==> config.mk <==
export PLATFORM = sky130hd
export DESIGN_NAME = ifu_dbpu
export DESIGN_NICKNAME = d
export VERILOG_FILES = /design/src/rtl/ifu_bpu_pkg.sv /design/src/rtl/ifu_bht.sv /design/src/rtl/ifu_dbpu.sv
export SDC_FILE = /design/constraint.sdc
export NUM_CORES = 1
export LEC_CHECK = 0
export ABC_CLOCK_PERIOD_IN_PS = 6100
export BUFFER_PORTS_ARGS = -buffer_cell sky130_fd_sc_hd__buf_2
export CAP_MARGIN = 30
export CORE_MARGIN = 4
export CORE_UTILIZATION = 46
export CTS_BUF_LIST = sky130_fd_sc_hd__clkbuf_16
export DETAILED_ROUTE_END_ITERATION = 10
export PLACE_DENSITY = 0.81
export SLEW_MARGIN = 20
export SYNTH_ARGS = -nofsm -noshare
export SYNTH_HDL_FRONTEND = slang
export SYNTH_SLANG_ARGS = --single-unit
==> constraint.sdc <==
create_clock -name clk -period 6.1 [get_ports clk]
set_input_delay 1.22 -clock clk [delete_from_list [all_inputs] [get_ports clk]]
set_output_delay 1.22 -clock clk [all_outputs]
set_load 0.05 [all_outputs]
==> src/rtl/ifu_bpu_pkg.sv <==
// Shared types and constants for the decode-stage branch predictor:
// FSM encoding, BHT counter type, reset counter value, x0/x1 indices.
package ifu_bpu_pkg;

   localparam logic [0:0] ST_IDLE  = 1'b0;
   localparam logic [0:0] ST_RS1RD = 1'b1;

   typedef logic [1:0] bht_cnt_t;

   localparam bht_cnt_t BHT_CNT_INIT = 2'b01;

   localparam int unsigned X0_IDX = 0;
   localparam int unsigned X1_IDX = 1;

endpackage

==> src/rtl/ifu_bht.sv <==
// Branch history table of 2-bit saturating counters with one
// prediction read port and one resolved-branch update port.
module ifu_bht
   import ifu_bpu_pkg::*;
#(
   parameter int       PC_SIZE   = 32,
   parameter int       BHT_DEPTH = 64,
   parameter bht_cnt_t CNT_INIT  = BHT_CNT_INIT
) (
   input  logic               clk,
   input  logic               rst,
   input  logic [PC_SIZE-1:0] rd_pc,
   output bht_cnt_t           rd_cnt,
   input  logic               wr_en,
   input  logic [PC_SIZE-1:0] wr_pc,
   input  logic               wr_taken
);

   localparam int IDX_W = $clog2(BHT_DEPTH);

   bht_cnt_t         cnt_q [BHT_DEPTH];
   logic [IDX_W-1:0] rd_idx;
   logic [IDX_W-1:0] wr_idx;
   bht_cnt_t         cur_cnt;
   bht_cnt_t         nxt_cnt;
   logic             unused_pc;

   // Bit 0 of the PC never selects an entry (16-bit aligned fetch)
   assign rd_idx = rd_pc[IDX_W:1];
   assign wr_idx = wr_pc[IDX_W:1];

   assign unused_pc = ^{rd_pc[PC_SIZE-1:IDX_W+1], rd_pc[0],
                        wr_pc[PC_SIZE-1:IDX_W+1], wr_pc[0]};

   // Read returns the registered value, so a same-cycle update is not seen
   assign rd_cnt  = cnt_q[rd_idx];
   assign cur_cnt = cnt_q[wr_idx];

   always_comb begin
      nxt_cnt = cur_cnt;
      if (wr_taken) begin
         if (cur_cnt != 2'b11) nxt_cnt = 2'(cur_cnt + 2'd1);
      end else begin
         if (cur_cnt != 2'b00) nxt_cnt = 2'(cur_cnt - 2'd1);
      end
   end

   always_ff @(posedge clk or posedge rst) begin
      if (rst) begin
         for (int i = 0; i < BHT_DEPTH; i++) cnt_q[i] <= CNT_INIT;
      end else if (wr_en) begin
         cnt_q[wr_idx] <= nxt_cnt;
      end
   end

endmodule

==> src/rtl/ifu_dbpu.sv <==
// Decode-stage branch predictor: jal/jalr/bxx direction and target
// adder operands, with a one-cycle regfile read for jalr rs1.
module ifu_dbpu
   import ifu_bpu_pkg::*;
#(
   parameter int       PC_SIZE   = 32,
   parameter int       XLEN      = 32,
   parameter int       RFIDX_W   = 5,
   parameter int       BHT_DEPTH = 64,
   parameter bit       BHT_EN    = 1'b1,
   parameter bht_cnt_t CNT_INIT  = 2'b01
) (
   input  logic               clk,
   input  logic               rst,
   input  logic [PC_SIZE-1:0] pc,
   input  logic               dec_i_valid,
   input  logic               dec_jal,
   input  logic               dec_jalr,
   input  logic               dec_bxx,
   input  logic [XLEN-1:0]    dec_bjp_imm,
   input  logic [RFIDX_W-1:0] dec_jalr_rs1idx,
   input  logic               jalr_x1_dep,
   input  logic               jalr_rs1xn_dep,
   input  logic               flush,
   input  logic [XLEN-1:0]    rf2bpu_x1,
   input  logic [XLEN-1:0]    rf2bpu_rs1,
   input  logic               upd_valid,
   input  logic [PC_SIZE-1:0] upd_pc,
   input  logic               upd_taken,
   output logic               bpu_busy,
   output logic               bpu2rf_rs1_ena,
   output logic               prdt_taken,
   output logic [PC_SIZE-1:0] prdt_pc_add_op1,
   output logic [PC_SIZE-1:0] prdt_pc_add_op2
);

   logic [0:0] state_q;
   logic [0:0] state_d;
   bht_cnt_t   bht_cnt;
   logic       dir;
   logic       rs1_x0;
   logic       rs1_x1;
   logic       rs1_xn;
   logic       rd_set;
   logic       unused_cnt;

   ifu_bht #(
      .PC_SIZE   (PC_SIZE),
      .BHT_DEPTH (BHT_DEPTH),
      .CNT_INIT  (CNT_INIT)
   ) u_bht (
      .clk      (clk),
      .rst      (rst),
      .rd_pc    (pc),
      .rd_cnt   (bht_cnt),
      .wr_en    (upd_valid),
      .wr_pc    (upd_pc),
      .wr_taken (upd_taken)
   );

   assign unused_cnt = bht_cnt[0];

   assign dir = BHT_EN ? bht_cnt[1] : dec_bjp_imm[XLEN-1];
   assign prdt_taken = dec_jal | dec_jalr | (dec_bxx & dir);

   assign rs1_x0 = (dec_jalr_rs1idx == RFIDX_W'(X0_IDX));
   assign rs1_x1 = (dec_jalr_rs1idx == RFIDX_W'(X1_IDX));
   assign rs1_xn = ~rs1_x0 & ~rs1_x1;

   always_comb begin
      prdt_pc_add_op1 = PC_SIZE'(rf2bpu_rs1);
      if (dec_bxx | dec_jal)     prdt_pc_add_op1 = pc;
      else if (dec_jalr & rs1_x0) prdt_pc_add_op1 = '0;
      else if (dec_jalr & rs1_x1) prdt_pc_add_op1 = PC_SIZE'(rf2bpu_x1);
   end

   generate
      if (PC_SIZE <= XLEN) begin : g_op2_trunc
         assign prdt_pc_add_op2 = dec_bjp_imm[PC_SIZE-1:0];
      end else begin : g_op2_sext
         assign prdt_pc_add_op2 =
            {{(PC_SIZE-XLEN){dec_bjp_imm[XLEN-1]}}, dec_bjp_imm};
      end
   endgenerate

   // Gating with rst keeps the handshake quiet while the FSM is held
   assign rd_set = ~rst & (state_q == ST_IDLE) & dec_i_valid
                 & dec_jalr & rs1_xn & ~jalr_rs1xn_dep & ~flush;

   assign bpu2rf_rs1_ena = rd_set;

   assign bpu_busy = ~rst & dec_i_valid & dec_jalr
                   & ((rs1_x1 & jalr_x1_dep)
                    | (rs1_xn & jalr_rs1xn_dep)
                    | rd_set);

   // RS1RD always lasts one cycle, so flush needs no extra term
   always_comb begin
      state_d = ST_IDLE;
      if ((state_q == ST_IDLE) && rd_set) state_d = ST_RS1RD;
   end

   always_ff @(posedge clk or posedge rst) begin
      if (rst) state_q <= ST_IDLE;
      else     state_q <= state_d;
   end

endmodule

==> impl_summary.txt <==
----------------------------------------------------
[Power and ir drop]
  Leakage power ... 4.28 nW
  Worst supply voltage drop on vdd ... 0.211 mV
  Pwr per Cell Area ... 280 nW/um^2

[Job]
  Count of max-cap constraint violations ... 0

[Clocking]
  CTS tree ... done
  Total clock buffers created by CTS ... 17
  Number of buffers between clock root and the deepest sink ... 2
  Clock Latency Late Sink ... 420 ps
  Hold_buf cts ... 0
  Clock Root Buffer ... sky130_fd_sc_hd__clkbuf_16
  Clock-pin slew on the worst setup and hold paths ... 60 ps
  Number of buffers inserted by post-CTS setup repair ... 0
  Depth of the CTS H-tree ... 4
  Number of clock sinks ... 129
  Number of instances resized during post-cts repair ... 0

[Placement]
  Cells after DPL ... 1002
  Global placement routability congestion ... 0.924
  Detailed Place HPWL ... 19.0 mm
  Count of buffers inserted at the top-level ports ... 152

[Setup path]
  Crit start category ... input pin
  Critical path capture point type ... output pin
  Endpoint of the worst-slack reg-to-reg timing path ... u_bht.cnt_q[31]
  Worst Path Class, Setup ... input pin to output pin
  R2R Path Start ... u_bht.cnt_q[96]
  Reg2reg setup slack ... 3130 ps
  Data required, critical path ... 4880 ps
  Signal arrival time at the worst endpoint ... 3990 ps
  Crit Path Max Fanout ... 17
  Logic depth of the worst register-to-register path ... 7

[Global routing]
  Number of global-route vias before repair ... 6505
  Number of antenna violations at the first check in global routing ... 0
  Grt total ovfl ... 0
  Maximum number of pins on one net before global-route repair ... 66
  Aggregate global-route resource usage ... 26.0%
  First-pass GRT wire length ... 39.2 mm

[Logic synthesis]
  Number of synthesized flops with an enable pin ... 0
  Number of synthesized register bits ... 129
  FFs w/ async S/R, synth ... 100%
  Gate count of the mapped netlist ... 699
  Top_reg_cell synth ... sky130_fd_sc_hd__dfrtp_1
  Yosys cell types ... 55
  Post-Synthesis Net Count ... 875
  Average cell area after synthesis ... 11.5 um^2
  Mapped Area ... 8070 um^2
  Share of synthesized area occupied by flip-flops and latches ... 41.0%
  Yosys warnings ... 0

[Layout]
  Signed area change from the synthesized netlist to the final layout ... 13.8%
  Final layout net count ... 972
  Layout filler cell count ... 1462
  Post-route non-filler standard cell count ... 1034
  Diodes inserted ... 0
  Proportion of layout cells with a drive suffix above 1 ... 53.0%

[Hold path]
  Worst Hold Class ... flop to flop
  Hold Crit Depth ... 2
  Worst hold path startpoint ... state_q
  Min-Delay Endpoint ... state_q

[Route]
  Remaining antenna violation count ... 0
  Via count ... 6367
  Number of detailed-route iterations in the first pass ... 6
  Vias per Instance ... 6.16
  DRC marker count from the first detailed-route iteration ... 646
  Aggregate routed wire length ... 25.9 mm
  DRC errors left ... 0
  Wire per inst ... 25.0 um

[Timing]
  Highest achievable clock rate ... 0.192 GHz
  Crit path time final ... 5210 ps
  Transition time at the pin with the least slew margin ... 963 ps
  Max Clock Skew ... 9.89 ps
  Final-report hold violation count ... 0
  Period utilisation layout ... 85.3%
  Setup-failing EPs final ... 0
  Final number of max-transition violations ... 0
  Unrepaired setup endpoints after global routing ... false
  Worst slew slack as a fraction of its limit ... 35.8%
  Final-layout setup total negative slack ... 0 ps

[Floorplanning]
  Overall die height ... 140 um
  Overall die width ... 140 um
  Initial Utilization ... 46.8%
  Die Footprint ... 19700 um^2
  Count of standard-cell rows ... 48
  Area of the core region ... 17200 um^2
  IO Count ... 243

[Run status]
  Status ... complete, no violations

----------------------------------------------------
[synthesized netlist by cell type (all sizes together) (3+ instances only)]
| master | count | area, um^2 |
|---|---|---|
| mux2 | 146 | 1760 |
| nand2 | 73 | 274 |
| buf | 65 | 454 |
| dfrtp | 65 | 1630 |
| dfstp | 64 | 1680 |
| mux2i | 48 | 480 |
| nor2 | 44 | 168 |
| o21ai | 34 | 170 |
| mux4 | 24 | 541 |
| clkbuf | 18 | 67.6 |
| a22oi | 16 | 120 |
| nand3 | 11 | 55.1 |
| a221oi | 10 | 93.8 |
| nor2b | 8 | 50.1 |
| nor3 | 7 | 35.0 |
| o2bb2ai | 5 | 43.8 |
| a211oi | 4 | 30.0 |
| a32oi | 4 | 35.0 |
| and2 | 4 | 25.0 |
| inv | 4 | 15.0 |
| or2 | 4 | 25.0 |
| and3 | 3 | 18.8 |
| o221ai | 3 | 26.3 |
[how the worst max path moves through the flow]
stage | from | slack [ps] | to
after floorplan | rst | 340 | bpu_busy
after global placement | pc[1] | 910 | prdt_taken
after detailed placement | pc[1] | 890 | prdt_taken
after CTS | pc[1] | 890 | prdt_taken
after global routing | pc[1] | 830 | prdt_taken
final | pc[1] | 890 | prdt_taken
[layer usage]
metal  global-route usage (%)  wire, um  vias up
li1                         -         -     2731
met1                     32.2      9600     3120
met2                     42.4     12500      451
met3                     8.26      2890       65
met4                     10.5       903        0
met5                        0         0        -
[logic make-up after synthesis]
| group | after synthesis | share of synthesized area [%] |
|---|---|---|
| multiplexers | 218 | 34.5 |
| AND/OR/NAND/NOR | 166 | 9.15 |
| flip-flops | 129 | 41.0 |
| AO/OA/AOI/OAI | 97 | 8.45 |
| buffers and inverters | 87 | 6.65 |
| adder cells (fa/ha/maj) | 2 | 0.310 |
[metrics by stage]
step                      hold WS [ps]  area, um^2  worst slack (ps)  power [W]  util (%)
after floorplan                    487        8080               344    0.00157         -
after global placement             500        8660               912    0.00165      50.3
after detailed placement           513        8670               891    0.00168      50.3
after CTS                          520        9190               893    0.00258      53.3
after global routing               555        9190               831    0.00268      53.3
final                              516        9190               894    0.00257      53.3
[flip-flops by register name, summed over array words and instances, names as in the netlist]
| name | flops |
|---|---|
| state_q | 1 |
| u_bht.cnt_q | 128 |
[cells in the final DEF (no fill, tap or decap), types with 2 or more instances in the layout]
cell / instances
sky130_fd_sc_hd__nand3b_1: 2
sky130_fd_sc_hd__or3_1: 2
sky130_fd_sc_hd__buf_2: 153
sky130_fd_sc_hd__buf_4: 8
sky130_fd_sc_hd__or2_2: 4
sky130_fd_sc_hd__dfstp_2: 64
sky130_fd_sc_hd__nand3_1: 10
sky130_fd_sc_hd__clkinv_2: 6
sky130_fd_sc_hd__a21oi_1: 2
sky130_fd_sc_hd__o22ai_1: 2
sky130_fd_sc_hd__nor4_1: 2
sky130_fd_sc_hd__nor2b_1: 8
sky130_fd_sc_hd__clkinv_1: 3
sky130_fd_sc_hd__a211oi_1: 4
sky130_fd_sc_hd__and3b_1: 2
sky130_fd_sc_hd__o2bb2ai_1: 5
sky130_fd_sc_hd__mux2_4: 31
sky130_fd_sc_hd__mux2_1: 3
sky130_fd_sc_hd__o21ai_0: 34
sky130_fd_sc_hd__nor3_1: 7
sky130_fd_sc_hd__a32oi_1: 4
sky130_fd_sc_hd__a31oi_1: 2
sky130_fd_sc_hd__a221oi_1: 9
sky130_fd_sc_hd__mux2_2: 112
sky130_fd_sc_hd__dfrtp_1: 65
sky130_fd_sc_hd__a22o_1: 2
sky130_fd_sc_hd__o211ai_1: 2
sky130_fd_sc_hd__and3_1: 3
sky130_fd_sc_hd__mux2i_1: 48
sky130_fd_sc_hd__a32o_1: 2
sky130_fd_sc_hd__o221ai_1: 3
sky130_fd_sc_hd__a22oi_1: 16
sky130_fd_sc_hd__clkbuf_16: 17
sky130_fd_sc_hd__and2_1: 4
sky130_fd_sc_hd__nand2_1: 73
sky130_fd_sc_hd__mux4_2: 24
sky130_fd_sc_hd__nor2_1: 43
sky130_fd_sc_hd__inv_1: 7
[area by class of cell]
cell class	instances	area [um^2]	share of cell area, %
clock inverters	15	90.1	0.981
well taps	225	282	3.06
multi-input cells	483	4240	46.1
clock buffers	17	425	4.63
repair buffers	161	826	8.99
inverters	4	18.8	0.204
flip-flops and latches	129	3310	36.0
[report_power, final]
| part | switching [W] | total (W) | internal, W |
|---|---|---|---|
| clock network | 0.000355 | 0.000896 | 0.000541 |
| registers | 0.0000849 | 0.00112 | 0.00104 |
| logic | 0.000306 | 0.000553 | 0.000247 |
| total | 0.000745 | 0.00257 | 0.00182 |
[critical path, stage by stage]
cell and delay (ps):
sky130_fd_sc_hd__buf_2 500, sky130_fd_sc_hd__mux4_2 610, sky130_fd_sc_hd__mux4_2 520, sky130_fd_sc_hd__mux4_2 480, sky130_fd_sc_hd__a211o_1 390, sky130_fd_sc_hd__buf_2 250
Power figures use the tool's default switching activity.
